[src/rtl/nand_id_responder.sv]
// nand_id_responder: device-side NAND responder for READ ID, READ STATUS and RESET
module nand_id_responder #(
  parameter logic [39:0] ID_VALUE = 40'h58_95_51_D3_EC,
  parameter int ID_BYTES = 5,
  parameter int RST_BUSY_CYC = 16
) (
  input  logic       clk,
  input  logic       reset,
  input  logic       ce_n,
  input  logic       cle,
  input  logic       ale,
  input  logic       we_n,
  input  logic       re_n,
  input  logic [7:0] io_in,
  output logic [7:0] io_out,
  output logic       io_oe,
  output logic       rb_n,
  output logic [2:0] state_tb
);
  typedef enum logic [2:0] {IDLE = 3'd0, ID_ADDR = 3'd1, ID_OUT = 3'd2, STAT_OUT = 3'd3} state_t;
  typedef enum logic [1:0] {SRC_ID, SRC_ONFI, SRC_ZERO} src_t;
  localparam int CW = $clog2(RST_BUSY_CYC + 1);
  localparam logic [63:0] ID_WORD = {24'h0, ID_VALUE};
  localparam logic [31:0] ONFI_SIG = 32'h49_46_4E_4F;
  state_t state;
  src_t src;
  logic we_q, re_q, wr_ev, rf_ev, rr_ev;
  logic [2:0] ptr, ptr_last;
  logic [7:0] rd_byte;
  logic [CW-1:0] busy_cnt;
  assign wr_ev = !ce_n && we_n && !we_q;
  assign rf_ev = !ce_n && !re_n && re_q;
  assign rr_ev = re_n && !re_q;
  assign rb_n = busy_cnt == '0;
  assign state_tb = state;
  assign ptr_last = src == SRC_ID ? 3'(ID_BYTES - 1) : 3'd3;
  assign rd_byte = src == SRC_ID ? ID_WORD[{ptr, 3'b000} +: 8] :
                   src == SRC_ONFI ? ONFI_SIG[{ptr[1:0], 3'b000} +: 8] : 8'h00;
  // Write events outrank reads, so an illegal overlap leaves io_oe low.
  always_ff @(posedge clk or posedge reset) begin
    if (reset) begin
      state <= IDLE;
      src <= SRC_ID;
      we_q <= 1'b1;
      re_q <= 1'b1;
      ptr <= '0;
      busy_cnt <= '0;
      io_out <= 8'h00;
      io_oe <= 1'b0;
    end else begin
      we_q <= we_n;
      re_q <= re_n;
      if (busy_cnt != '0) busy_cnt <= busy_cnt - 1'b1;
      if (ce_n) begin
        state <= IDLE;
        io_oe <= 1'b0;
      end else if (wr_ev) begin
        io_oe <= 1'b0;
        if (cle && !ale) begin
          if (io_in == 8'hFF) begin
            busy_cnt <= CW'(RST_BUSY_CYC);
            state <= IDLE;
          end else if (io_in == 8'h70) state <= STAT_OUT;
          else if (io_in == 8'h90) begin
            if (rb_n) state <= ID_ADDR;
          end else state <= IDLE;
        end else if (ale && !cle && state == ID_ADDR) begin
          src <= io_in == 8'h00 ? SRC_ID : io_in == 8'h20 ? SRC_ONFI : SRC_ZERO;
          ptr <= '0;
          state <= ID_OUT;
        end
      end else if (rf_ev && (state == ID_OUT || state == STAT_OUT)) begin
        io_out <= state == ID_OUT ? rd_byte : rb_n ? 8'hE0 : 8'h80;
        io_oe <= 1'b1;
      end else if (rr_ev) begin
        io_oe <= 1'b0;
        if (state == ID_OUT) ptr <= ptr == ptr_last ? '0 : ptr + 1'b1;
      end
    end
  end
endmodule

[config.mk]
export PLATFORM = sky130hd
export DESIGN_NAME = nand_id_responder
export DESIGN_NICKNAME = d
export VERILOG_FILES = /design/src/rtl/nand_id_responder.sv
export SDC_FILE = /design/constraint.sdc
export NUM_CORES = 1
export LEC_CHECK = 0
export BUFFER_PORTS_ARGS = -buffer_cell sky130_fd_sc_hd__buf_2
export CORE_AREA = 2 2 67 56
export CTS_CLUSTER_DIAMETER = 120
export DETAILED_ROUTE_END_ITERATION = 10
export DIE_AREA = 0 0 69 58
export PLACE_DENSITY = 0.59
export SKIP_LAST_GASP = 1
export SYNTH_ARGS = -nofsm -noshare
export SYNTH_HDL_FRONTEND = slang
export SYNTH_SLANG_ARGS = --single-unit
[constraint.sdc]
create_clock -name clk -period 4.1 [get_ports clk]
set_input_delay 0.82 -clock clk [delete_from_list [all_inputs] [get_ports clk]]
set_output_delay 0.82 -clock clk [all_outputs]
set_load 0.02 [all_outputs]
==> results of run 1 <==
power by group through the flow:
| stage | Clock [mW] | Combinational [mW] | Sequential (mW) |
|---|---|---|---|
| finish | 0.141 | 0.330 | 0.351 |
| floorplan | 0 | 0.216 | 0.379 |
| global placement | 0 | 0.324 | 0.353 |
| CTS | 0.150 | 0.334 | 0.352 |
| detailed placement | 0 | 0.333 | 0.356 |
| global route | 0.160 | 0.376 | 0.361 |
layout by cell type, fill, tap and decap left out, types with 3 or more instances in the layout:
master	synthesis	final
nand3_1	3	3
nand2_1	12	12
a22o_1	4	4
ha_1	5	5
a21oi_1	7	7
nand2b_1	3	3
nor2_1	15	15
buf_2	1	26
xnor2_1	3	3
dfrtp_1	21	21
clkbuf_8	0	3
o21ai_0	5	5
inv_1	9	9
nor4_1	5	5
nor2b_1	3	3
nor3_1	7	7
final timing paths:
check / startpoint / endpoint / slack [ns] / depth (start not counted)
max reg2reg: busy_cnt[0]$_DFF_PP0_ / state_tb[1]$_DFFE_PP0P_ / 2.01 / 6
min: io_out[3]$_DFFE_PP0P_ / io_out[3]$_DFFE_PP0P_ / 0.47 / 2
min in group asynchronous: reset / io_out[5]$_DFFE_PP0P_ / 0.72 / 2
min reg2reg: io_out[3]$_DFFE_PP0P_ / io_out[3]$_DFFE_PP0P_ / 0.47 / 2
max in group asynchronous: reset / src[1]$_DFFE_PP0P_ / 2.84 / 2
max: busy_cnt[0]$_DFF_PP0_ / rb_n / 1.31 / 6
sequential cells by signal, summed over array words and instances, names as in the netlist:
name and count:
src 2, we_q 1, re_q 1, io_out 8
ptr 3, state_tb 2, io_oe 1, busy_cnt 5
synth_stat cells, drive strengths merged (3+ instances only):
cell / instances
a21oi: 7
a22o: 4
clkbuf: 3
dfrtp: 21
ha: 5
inv: 9
nand2: 12
nand2b: 3
nand3: 3
nor2: 15
nor2b: 3
nor3: 7
nor4: 5
o21ai: 5
xnor2: 3
worst max-delay path: cells and delay by family (launching register included):
family        cells  cell delay (ns)
fa+ha+maj         1             0.18
buf+inv           3             0.44
flops             1             0.40
simple gates      2             0.69
kinds of logic (layout without fill, tap and decap cells):
logic type      Yosys count  after routing  synth area share, %
simple gates             63             63                 26.1
xor+xnor                  3              3                 2.04
compound gates           28             28                 15.6
mux                       2              2                 1.94
buf+inv                  14             39                 4.46
fa+ha+maj                 5              5                 4.84
other cells               1              1                0.290
flops                    23             23                 44.8
layout make-up:
class | instances | area share, %
repair buffers | 26 | 8.70
clock buffers | 3 | 2.76
well taps | 42 | 3.51
multi-input cells | 102 | 43.8
flip-flops and latches | 23 | 38.6
clock inverters | 1 | 0.334
inverters | 9 | 2.26
stage by stage:
stage / setup WS, ns / cells / utilization, %
after global routing: 1.14 / 206 / 45.0
final: 1.31 / 206 / 45.0
after floorplan: 1.81 / 139 / -
after detailed placement: 1.57 / 202 / 43.6
after global placement: 1.63 / 202 / 43.6
after CTS: 1.30 / 206 / 45.0
layer usage:
layer,track usage [%],routed length [um],vias to the layer above
met5,0,0,-
met4,4.20,27,0
met3,4.17,134,2
met2,26.0,1230,30
met1,20.4,1380,493
li1,-,-,551
==> metrics.yaml, run 1 <==
stdcell_area_mm2: 0.00150
syn_to_final_growth_pct: 15.9
pin_count: 28
yosys_warnings: 0
regArea_um2: 578
numCtsBuffers: 3
n_antenna_cell: 0
end_kind: "output port"
finalCritPeriodShare_pct: 68.0
cap_violations: 0
vias_per_cell: 5.22
synth_nets: 159
grt_pass1_wl_um: 5020
path_clk_slew_ns: 0.08
cpMostUsedCell: "inv_1"
grt_pass1_vias: 1103
ys_ff_latch: 23
fin_worst_skew_ns: 0.00262
htree_levels: 1
p_seq_share_pct: 42.7
worstPathArrival_ns: 1.97
holdWs_ns: 0.469
synth_area_mm2: 0.00129
rows: 19
fmax_ghz: 0.359
drt-initial-drc-count: 59
internal_power_uw: 501
path_class: "flop to output port"
die-area_mm2: 0.00400
dr.pass1.iters: 4
syn_inst: 139
ys_seq_area_share_pct: 44.8
finalMaxSlewViolations: 0
crit_chain: "inv_1, ha_1, or3b_1, or2_0, inv_1, buf_2"
grt_antenna_before_repair: 0
wl_per_cell_um: 13.4
vias: 1076
place.gp.congestion: 0.789
ctsHoldBuffers: 0
grt_usage_pct: 15.6
p_sw_uw: 321
p_leak_nw: 0.718
nets: 185
synth_edf_count: 0
yosysTopAreaCell: "dfrtp_1"
cellPowerDensity_mw_per_mm2: 549
syn_area_per_cell_um2: 9.29
cp.required_ns: 3.28
grt_start_max_net_pins: 24
startpoint_type: "flop"
async_flop_share_pct: 100
fp.dieW_um: 69
root_buffer: "clkbuf_8"
portBuffers: 26
ant_nets: 0
cts_tree: "done"
clkLatencyLatePin_ns: 0.26
hold_path.class: "flop to flop"
grt-ovfl-total: 0
cts.sinks: 23
p_clk_share_pct: 17.1
wirelength_um: 2770
crit_slowest_cell: "dfrtp_1"
synth_cell_types: 46
drive_gt1_share_pct: 22.6
nFillCells: 348
setup_viol: 0
finalSetupTns_ns: 0
synth_flop_cell: "dfrtp_1"
placed_area_mm2: 0.00145
rsz0062_at_grt: "false"
cts_resized: 0
layout_min_cycle_time_ns: 2.79
worst_pin_slew_ns: 0.871
ir_drop_v: 0.000173
hold_viol_final: 0
cts_post_setup_buffers_inserted: 0
cts_buffer_depth: 2
synth_area_leaders: "dfrtp_1 (41%), ha_1 (4.8%), nor2_1 (4.4%)"
fp.coreArea_mm2: 0.00333
multi_input_area_um2: 656
power_uw: 822
switching_share_pct: 39.0
maxSlewHeadroom_pct: 41.9
status: "finished clean"
drc_errors: 0
power_frac_comb_pct: 40.2
die_y_um: 58
start_util_pct: 38.8
synth_top_area_share_pct: 40.7
max_stage_delay_ns: 0.40
dp_hpwl_um: 2090
worst-path-max-fanout: 6
Power figures use the tool's default switching activity.
==> run 2: changes to the inputs <==
--- a/config.mk
+++ b/config.mk
@@ -10,7 +10,7 @@
 export CTS_CLUSTER_DIAMETER = 120
 export DETAILED_ROUTE_END_ITERATION = 10
 export DIE_AREA = 0 0 69 58
-export PLACE_DENSITY = 0.59
+export PLACE_DENSITY = 0.62
 export SKIP_LAST_GASP = 1
 export SYNTH_ARGS = -nofsm -noshare
 export SYNTH_HDL_FRONTEND = slang
==> constraint.sdc (replaced) <==
create_clock -name clk -period 2.26 [get_ports clk]
set_input_delay 0.452 -clock clk [delete_from_list [all_inputs] [get_ports clk]]
set_output_delay 0.452 -clock clk [all_outputs]
set_load 0.02 [all_outputs]
==> metrics.yaml, run 2 (synthesis gave the netlist of run 1 again) <==
start_util_pct: 38.8
max_stage_delay_ns: 0.38
status: "finished clean"
regArea_um2: 578
fin_ws_ns: 0.0511
n_antenna_cell: 0
grt_pass1_vias: 1038
vias: 1109
drt-initial-drc-count: 22
r2r-end: "state_tb[1]$_DFFE_PP0P_"
pre_cts_ws_ns: 0.137
grt_pass1_wl_um: 4910
crit_slowest_cell: "dfrtp_1"
largest-register: "io_out"
syn_to_final_growth_pct: 22.9
fin_worst_skew_ns: 0.00317
root_buffer: "clkbuf_8"
die-area_mm2: 0.00400
cellPowerDensity_mw_per_mm2: 981
final_cell_mix: "buf_2 (25), dfrtp_1 (21), nor2_1 (15)"
multi_input_area_um2: 663
finalMaxSlewViolations: 0
vias_per_cell: 5.13
setup_viol: 0
worst_pin_slew_ns: 0.574
grt_usage_pct: 15.2
nets: 195
r2r_start: "busy_cnt[0]$_DFF_PP0_"
stdcell_area_mm2: 0.00159
finalSetupTns_ns: 0
ir_drop_v: 0.000388
path_class: "flop to output port"
cts_buffer_depth: 2
hold_viol_final: 0
path_clk_slew_ns: 0.08
layout_min_cycle_time_ns: 2.21
rows: 19
r2r_slack_ns: 0.09
dr.pass1.iters: 4
finalCritPeriodShare_pct: 97.7
worst-path-max-fanout: 5
drc_errors: 0
crit_chain: "inv_1, ha_2, or3b_4, or2_4, inv_4, buf_6"
fp.coreArea_mm2: 0.00333
largestRegisters: "io_out: 8 flops, busy_cnt: 5 flops, ptr: 3 flops"
rsz0062_at_grt: "true"
fp.dieW_um: 69
maxSlewHeadroom_pct: 61.4
ant_nets: 0
pin_count: 28
place.gp.congestion: 0.798
hold_path.class: "input pin to async pin"
portBuffers: 26
wl_per_cell_um: 13.3
startpoint: "busy_cnt[0]$_DFF_PP0_"
placed_area_mm2: 0.00150
startpoint_type: "flop"
grt_antenna_before_repair: 0
ctsHoldBuffers: 0
cp.required_ns: 1.81
final_util_pct: 47.7
largest_register_ffs: 8
die_y_um: 58
grt_start_max_net_pins: 24
cts_tree: "done"
final_common_cell: "buf_2"
nFillCells: 344
fmax_ghz: 0.453
endpoint: "rb_n"
htree_levels: 1
drive_gt1_share_pct: 28.7
reg2reg_depth: 7
grt-ovfl-total: 0
p_leak_nw: 0.766
end_kind: "output port"
fin_cells: 216
wirelength_um: 2870
worstPathArrival_ns: 1.76
numCtsBuffers: 3
dp.cells: 208
dp_hpwl_um: 2190
clkLatencyLatePin_ns: 0.26
cts.sinks: 23
cap_violations: 0
## run 2: cell count changes in the layout (fill, tap and decap cells not counted)
| cell | delta |
|---|---|
| inv_4 | +1 |
| clkinv_2 | -1 |
| buf_4 | +10 |
| clkbuf_1 | +1 |
| buf_2 | -1 |
| inv_1 | -1 |
| ha_2 | +1 |
| or3b_1 | -1 |
| or2_4 | +1 |
| or3b_4 | +1 |
| or2_0 | -1 |
| ha_1 | -1 |
| buf_6 | +1 |
## run 2: what timing repair did
action,in CTS,in global routing
pin swaps,0,1
buffers inserted,1,3
gates cloned,0,0
gates resized for setup,6,2
setup endpoints to repair,1,1
## run 2: final cells by class
type                       instances  area share [%]
tap                               42            3.31
multi-input combinational        102            41.8
clock buffer                       4            2.84
sequential                        23            36.4
timing repair buffer              36            13.3
inverter                           9            2.29
## run 2: worst min path at each step
stage                                     start                    end  cells after the start  slack [ns]
final                                     reset  busy_cnt[1]$_DFF_PP0_                      3        0.22
after floorplan                           reset  busy_cnt[0]$_DFF_PP0_                      1        0.45
after CTS                                 reset  busy_cnt[0]$_DFF_PP0_                      3        0.23
after global routing                      reset      io_oe$_DFFE_PP0P_                      3        0.25
after global placement    io_out[3]$_DFFE_PP0P_  io_out[3]$_DFFE_PP0P_                      2        0.45
after detailed placement  io_out[5]$_DFFE_PP0P_  io_out[5]$_DFFE_PP0P_                      2        0.47
## run 2: layer usage
metal	global-route usage, %	share of wire [%]	vias up
li1	-	-	565
met1	19.9	48	499
met2	25.7	45	43
met3	4.35	6.9	2
met4	2.52	0.80	0
met5	0	0	-
## run 2: power by group
group          leakage [nW]  internal, mW  switching [mW]
logic                 0.449         0.309           0.362
registers             0.293         0.533           0.104
clock network        0.0228         0.126           0.123
## run 2: worst max-delay path: cells and delay by family (launching register included)
| family | cells | cell delay (ns) |
|---|---|---|
| simple gates | 2 | 0.67 |
| flops | 1 | 0.38 |
| buf+inv | 3 | 0.27 |
| fa+ha+maj | 1 | 0.18 |
## run 2: per-stage QoR
step	power [mW]	hold slack, ns
after floorplan	1.08	0.450
after global placement	1.23	0.448
after detailed placement	1.25	0.470
after CTS	1.54	0.227
after global routing	1.68	0.252
final	1.56	0.222
==> run 3: changes to the inputs <==
--- a/config.mk
+++ b/config.mk
@@ -10,7 +10,6 @@
 export CTS_CLUSTER_DIAMETER = 120
 export DETAILED_ROUTE_END_ITERATION = 10
 export DIE_AREA = 0 0 69 58
-export PLACE_DENSITY = 0.62
 export SKIP_LAST_GASP = 1
 export SYNTH_ARGS = -nofsm -noshare
 export SYNTH_HDL_FRONTEND = slang
==> metrics.yaml, run 3 (synthesis gave the netlist of run 1 again) <==
fin_cells: 216
path_class: "flop to output port"
end_kind: "output port"
drive_gt1_share_pct: 30.5
nets: 195
largestRegisters: "io_out: 8 flops, busy_cnt: 5 flops, ptr: 3 flops"
hold_viol_final: 0
holdWs_ns: 0.211
dp_hpwl_um: 2130
p_clk_share_pct: 16.0
largest-register: "io_out"
r2r_start: "busy_cnt[1]$_DFF_PP0_"
cts_tree: "done"
power_mw: 1.58
worstPathArrival_ns: 1.72
ctsHoldBuffers: 0
grt_antenna_before_repair: 0
cts_buffer_depth: 2
root_buffer: "clkbuf_8"
reg2reg_depth: 7
place.gp.congestion: 0.832
cap_violations: 0
rows: 19
start_util_pct: 38.8
worst-path-buf-inv: 3
cp.required_ns: 1.81
fmax_ghz: 0.460
cellPowerDensity_mw_per_mm2: 991
cts.sinks: 23
p_leak_nw: 0.766
final_common_cell: "buf_2"
grt_pass1_vias: 1077
worst-path-max-fanout: 5
p_sw_uw: 608
pin_count: 28
switching_share_pct: 38.4
rsz0062_at_grt: "false"
layout_min_cycle_time_ns: 2.17
final_cell_mix: "buf_2 (25), dfrtp_1 (21), nor2_1 (15)"
worst_pin_slew_ns: 0.539
fin_worst_skew_ns: 0.00234
finalMaxSlewViolations: 0
drt-initial-drc-count: 37
numCtsBuffers: 3
finalCritPeriodShare_pct: 96.2
status: "finished clean"
portBuffers: 26
die-area_mm2: 0.00400
dr.pass1.iters: 4
r2r_slack_ns: 0.14
ir_drop_v: 0.000349
wirelength_um: 2770
grt-ovfl-total: 0
wl_per_cell_um: 12.8
path_clk_slew_ns: 0.08
n_antenna_cell: 0
internal_power_uw: 976
fp.coreArea_mm2: 0.00333
die_y_um: 58
p_seq_share_pct: 40.4
grt_start_max_net_pins: 24
r2r-end: "state_tb[1]$_DFFE_PP0P_"
crit_chain: "inv_2, ha_4, or3b_4, or2_4, inv_4, buf_6"
syn_to_final_growth_pct: 23.7
drc_errors: 0
fp.dieW_um: 69
setup_viol: 0
crit_family: "simple AND/OR/NAND/NOR gates"
grt_usage_pct: 15.0
dp.cells: 208
grt_pass1_wl_um: 4840
crit_slowest_cell: "dfrtp_1"
startpoint_type: "flop"
ant_nets: 0
largest_register_ffs: 8
htree_levels: 1
hold_path.class: "input pin to async pin"
vias: 1132
vias_per_cell: 5.24
finalSetupTns_ns: 0
power_frac_comb_pct: 43.6
max_stage_delay_ns: 0.41
clkLatencyLatePin_ns: 0.26
maxSlewHeadroom_pct: 63.8
[run 3: worst max-delay path by stage]
| stage | start | slack (ns) | end | cells past startpoint |
|---|---|---|---|---|
| after CTS | busy_cnt[1]$_DFF_PP0_ | 0.01 | rb_n | 6 |
| after global placement | busy_cnt[0]$_DFF_PP0_ | 0.21 | rb_n | 6 |
| after detailed placement | busy_cnt[0]$_DFF_PP0_ | 0.12 | rb_n | 6 |
| after floorplan | busy_cnt[0]$_DFF_PP0_ | 0.28 | state_tb[1]$_DFFE_PP0P_ | 7 |
| after global routing | busy_cnt[1]$_DFF_PP0_ | 0.03 | rb_n | 6 |
| final | busy_cnt[1]$_DFF_PP0_ | 0.09 | rb_n | 6 |
[run 3: tightest hold or removal path: stages]
cell and delay (ns):
buf_2 0.09, inv_1 0.04, buf_4 0.28
[run 3: final cells by class]
class,instances,area (um^2)
multi-input combinational,102,673
sequential,23,578
timing repair buffer,36,211
tap,42,52.6
inverter,9,36.3
fill,330,1730
clock inverter,1,5.00
clock buffer,3,41.3
[run 3: per-stage QoR]
| stage | util (%) | area, um^2 | worst slack, ns |
|---|---|---|---|
| detailed placement | 44.9 | 1500 | 0.118 |
| finish | 48.0 | 1600 | 0.0866 |
| global route | 48.0 | 1600 | 0.0282 |
| floorplan | - | 1290 | 0.277 |
| CTS | 46.8 | 1560 | 0.0115 |
| global placement | 44.9 | 1500 | 0.210 |
[run 3: timing repair]
action                                  CTS  global route
endpoints found under the setup margin    1             1
buffers inserted                          1             3
pin swaps                                 0             2
gates resized for setup                   5             6
gates cloned                              0             0
[run 3: layer usage]
| metal | global-route usage, % | vias to the layer above | share of wire (%) |
|---|---|---|---|
| met4 | 5.88 | 0 | 0.36 |
| met3 | 2.09 | 2 | 3.9 |
| li1 | - | 569 | - |
| met5 | 0 | - | 0 |
| met2 | 24.2 | 31 | 44 |
| met1 | 20.7 | 530 | 52 |
[run 3: power by group through the flow]
stage | Sequential (mW) | Combinational [mW] | Clock (mW)
3_5_place_dp | 0.647 | 0.604 | 0
5_1_grt | 0.655 | 0.773 | 0.276
4_1_cts | 0.636 | 0.636 | 0.259
3_3_place_gp | 0.638 | 0.588 | 0
6_report | 0.639 | 0.691 | 0.254
2_1_floorplan | 0.687 | 0.392 | 0
